--- src/rtl/if_id_queue.sv ---
// DEPTH-entry instruction queue between fetch and decode, replacing the single IF/ID latch.
// Valid/ready on both sides, branch-kill flush, zero bubble when empty, occupancy count.
module if_id_queue #(
    parameter int ADDR_W = 32,
    parameter int INST_W = 32,
    parameter int DEPTH  = 4,
    parameter int CNT_W  = $clog2(DEPTH + 1)
) (
    input  logic              clk,
    input  logic              rst,
    input  logic              kill,
    input  logic              if_valid,
    output logic              if_ready,
    input  logic [ADDR_W-1:0] if_pc,
    input  logic [INST_W-1:0] if_inst,
    input  logic              id_ready,
    output logic              id_valid,
    output logic [ADDR_W-1:0] id_pc,
    output logic [INST_W-1:0] id_inst,
    output logic [CNT_W-1:0]  count
);

    localparam int PTR_W = $clog2(DEPTH);

    logic [ADDR_W-1:0] pc_mem   [DEPTH];
    logic [INST_W-1:0] inst_mem [DEPTH];
    logic [PTR_W-1:0]  rd_ptr;
    logic [PTR_W-1:0]  wr_ptr;
    logic [CNT_W-1:0]  count_q;
    logic              push;
    logic              pop;

    // Handshake flags depend only on registered occupancy, so no id_ready -> if_ready path.
    assign if_ready = (count_q != CNT_W'(DEPTH));
    assign id_valid = (count_q != '0);
    assign push     = if_valid & if_ready;
    assign pop      = id_valid & id_ready;
    assign count    = count_q;

    always_ff @(posedge clk or posedge rst) begin
        if (rst) begin
            rd_ptr  <= '0;
            wr_ptr  <= '0;
            count_q <= '0;
        end else if (kill) begin
            rd_ptr  <= '0;
            wr_ptr  <= '0;
            count_q <= '0;
        end else begin
            if (push) begin
                wr_ptr <= wr_ptr + PTR_W'(1);
            end
            if (pop) begin
                rd_ptr <= rd_ptr + PTR_W'(1);
            end
            if (push && !pop) begin
                count_q <= count_q + CNT_W'(1);
            end else if (pop && !push) begin
                count_q <= count_q - CNT_W'(1);
            end
        end
    end

    // Storage carries no reset; a killed push must not disturb it.
    always_ff @(posedge clk) begin
        if (push && !kill) begin
            pc_mem[wr_ptr]   <= if_pc;
            inst_mem[wr_ptr] <= if_inst;
        end
    end

    assign id_pc   = id_valid ? pc_mem[rd_ptr]   : '0;
    assign id_inst = id_valid ? inst_mem[rd_ptr] : '0;

endmodule

--- config.mk ---
export PLATFORM = sky130hd
export DESIGN_NAME = if_id_queue
export DESIGN_NICKNAME = d
export VERILOG_FILES = /design/src/rtl/if_id_queue.sv
export SDC_FILE = /design/constraint.sdc
export NUM_CORES = 1
export LEC_CHECK = 0
export ABC_AREA = 1
export BUFFER_PORTS_ARGS = -buffer_cell sky130_fd_sc_hd__clkbuf_2
export CORE_MARGIN = 2
export CORE_UTILIZATION = 52
export CTS_CLUSTER_SIZE = 40
export DETAILED_ROUTE_END_ITERATION = 16
export HOLD_SLACK_MARGIN = 0.02
export PLACE_DENSITY = 0.8
export SETUP_SLACK_MARGIN = 0.05
export SLEW_MARGIN = 20
export SYNTH_ARGS = -nofsm -noshare
export SYNTH_HDL_FRONTEND = slang
export SYNTH_SLANG_ARGS = --single-unit
--- constraint.sdc ---
create_clock -name clk -period 3.85 [get_ports clk]
set_input_delay 0.385 -clock clk [delete_from_list [all_inputs] [get_ports clk]]
set_output_delay 0.385 -clock clk [all_outputs]
set_load 0.05 [all_outputs]
==> flow_metrics.tcl <==
set metrics [dict create \
    dp_hpwl_mm 11.8 \
    whs_endpoint "rd_ptr[1]" \
    drt-initial-drc-count 459 \
    period_minus_slack_ns 3.26 \
    hold_viol_final 0 \
    maxSlewHeadroom 0.356 \
    yosysMostFrequentCell "nor2_1" \
    ff2ff_path_depth 4 \
    drive_gt1_frac 0.207 \
    synth.top_cells.by_count "nor2_1, edfxtp_1, o21ai_0, a21oi_1, inv_1" \
    avgSynthCellArea_um2 12.6 \
    synth-seq-cells 263 \
    sequentialPowerShare 0.354 \
    syn_nets 892 \
    synthFlopType "edfxtp_1" \
    cp-start-kind "register" \
    num_vias 6563 \
    clock_latency_ns 0.52 \
    cts_buffer_depth 3 \
    criticalPathCategory "register to primary output" \
    reg2reg_to "pc_mem[0][28]" \
    leakage_uw 0.00442 \
    cp.required_ns 3.46 \
    grt_pass1_wl_mm 33.7 \
    internal-power_uw 5640 \
    antenna_found_initial 2 \
    port_buffers 137 \
    yosys.area.top_type "edfxtp_1" \
    p_total_uw 9750 \
    clk_pin_slew_ns 0.06 \
    grt_pass1_vias 6557 \
    root_buffer "clkbuf_16" \
    async_flop_share 0.0266 \
    coreArea_um2 19500 \
    power.switching_uw 4110 \
    yosysSeqAreaShare 0.760 \
    pre_cts_slack_ns 1.14 \
    holdPathStages 2 \
    rr_startpoint "count[2]" \
    synth_edf_count 256 \
    rsz0062_at_grt "no" \
    setup_viol 0 \
    syn_to_final_growth_pct 17.7 \
    grt_usage 0.202 \
    fin_crit_sh 0.847 \
    drv_cap 0 \
    power_density_nw_per_um2 801 \
    yosys.cell_types.count 24 \
    clock.fmax_mhz 307 \
    crit_arrival_ns 2.88 \
    p_clk_frac 0.260 \
    design.die.area_um2 21000 \
    clock-sinks 263 \
    r2r_slack_ns 1.50 \
    initial_core_util 0.532 \
    endpoint_kind "primary output" \
    fin_skew_ns 0.00852 \
    synth_top_area_frac 0.743 \
    combPwrFrac 0.387 \
    viasPerCell 5.31 \
    hold_start "kill" \
    tritoncts "done" \
    outcome "complete, no violations" \
    cts_resized 0 \
    grt_overflow 0 \
    hold_path.class "primary input to register" \
    swShare 0.421 \
    gp_congestion 0.753 \
    drtAntennaViolNets 0 \
    route.detailed.drc 0 \
    n_fill_cell 1456 \
    firstDrtPassIters 5 \
    yosys_warnings 0 \
    synthTopCellsByArea "edfxtp_1, nor2_1, o21ai_0" \
    die_h_um 145 \
    fin_ws_ns 0.590 \
    htreeDepth 1 \
    worst-slew-pin-transition_ns 0.966 \
    die_w_um 145 \
    ios 138 \
    path_max_fanout 85 \
    slew_violations 0 \
    cts_made_buffers 26 \
    synth_area_um2 10300 \
    routedWlPerCell_um 17.3 \
    synthCells 818 \
    fin_nets 1024 \
    ir_drop_mv 0.496 \
    rows 51 \
    postRouteWirelength_mm 21.4 \
    grt_max_degree 86 \
]
==> critical path, cell delays in order (launching register included) <==
cell and delay (ns):
dfrtp_4 0.70, clkinv_2 0.11, buf_4 0.62, o21ai_0 0.24
a21oi_1 0.30, clkbuf_2 0.34
==> flip-flops by register name (all words and copies together), names as in the netlist <==
signal	flops
count	3
pc_mem	128
wr_ptr	2
rd_ptr	2
inst_mem	128
==> power groups by stage <==
stage	sequential, µW	combinational [µW]	clock, µW
after detailed placement	3510	3790	0
final	3450	3770	2530
after global placement	3500	3740	0
after CTS	3450	3800	2570
after floorplan	3500	2870	0
after global routing	3470	4030	2680
==> what timing repair did <==
action,CTS,global route
endpoints found under the hold margin,7,0
setup buffers,0,0
hold buffers,1,0
==> layout make-up <==
class                      count  area [µm²]  share of cell area
timing repair buffer         152         838              0.0688
multi-input combinational    489        2200               0.181
clock inverter                14         164              0.0135
clock buffer                  34         702              0.0576
sequential                   263        7870               0.646
tap                          265         332              0.0272
inverter                      18        68.8             0.00565
antenna                        2        5.00            0.000411
==> metal layers <==
| layer | GRT usage | vias up | routed length [µm] |
|---|---|---|---|
| met4 | 0.0691 | 0 | 501 |
| met3 | 0.0346 | 39 | 1260 |
| met1 | 0.256 | 3152 | 8750 |
| li1 | - | 3165 | - |
| met5 | 0 | - | 0 |
| met2 | 0.355 | 207 | 10900 |
==> cells in the final DEF (no fill, tap or decap), types with 3 or more instances in the layout <==
master / instances
clkinv_2: 6
clkbuf_2: 137
nor2_4: 4
bufinv_16: 4
o21ai_0: 129
nand2_1: 10
buf_12: 3
inv_1: 14
clkinv_1: 6
o21ai_1: 3
nand3_1: 4
dfrtp_1: 5
nor2_1: 259
ha_1: 4
clkbuf_16: 27
nand4_1: 3
a21oi_1: 64
buf_4: 11
nand2_2: 3
clkbuf_1: 7
edfxtp_1: 256
==> worst max path at each step <==
stage,from,endpoint,slack (ns),cells after the start
2_1_floorplan,count[1],inst_mem[0][0],-0.46,4
3_3_place_gp,rd_ptr[0],id_pc[5],1.19,6
3_5_place_dp,rd_ptr[0],id_pc[6],1.14,6
4_1_cts,rd_ptr[0],id_inst[17],0.57,5
5_1_grt,rd_ptr[0],id_pc[26],0.41,6
6_report,rd_ptr[0],id_inst[17],0.59,5
==> kinds of logic after synthesis <==
logic type / Yosys count / share of synthesized area
XOR/XNOR: 2 / 0.00169
buffers and inverters: 66 / 0.0302
AO/OA/AOI/OAI: 197 / 0.0957
adder cells (fa/ha/maj): 5 / 0.00677
AND/OR/NAND/NOR: 285 / 0.106
flip-flops: 263 / 0.760
==> metrics by stage <==
stage | TNS, ns | area (µm²) | hold WS (ns) | utilization | cells
detailed placement | 0 | 11300 | 0.339 | 0.580 | 1186
floorplan | -117.73 | 10300 | 0.188 | - | 818
global route | 0 | 12200 | 0.0547 | 0.626 | 1236
finish | 0 | 12200 | 0.0516 | 0.626 | 1237
global placement | 0 | 11300 | 0.331 | 0.580 | 1186
CTS | 0 | 12200 | 0.0416 | 0.625 | 1235
(Power assumes the default switching activity.)
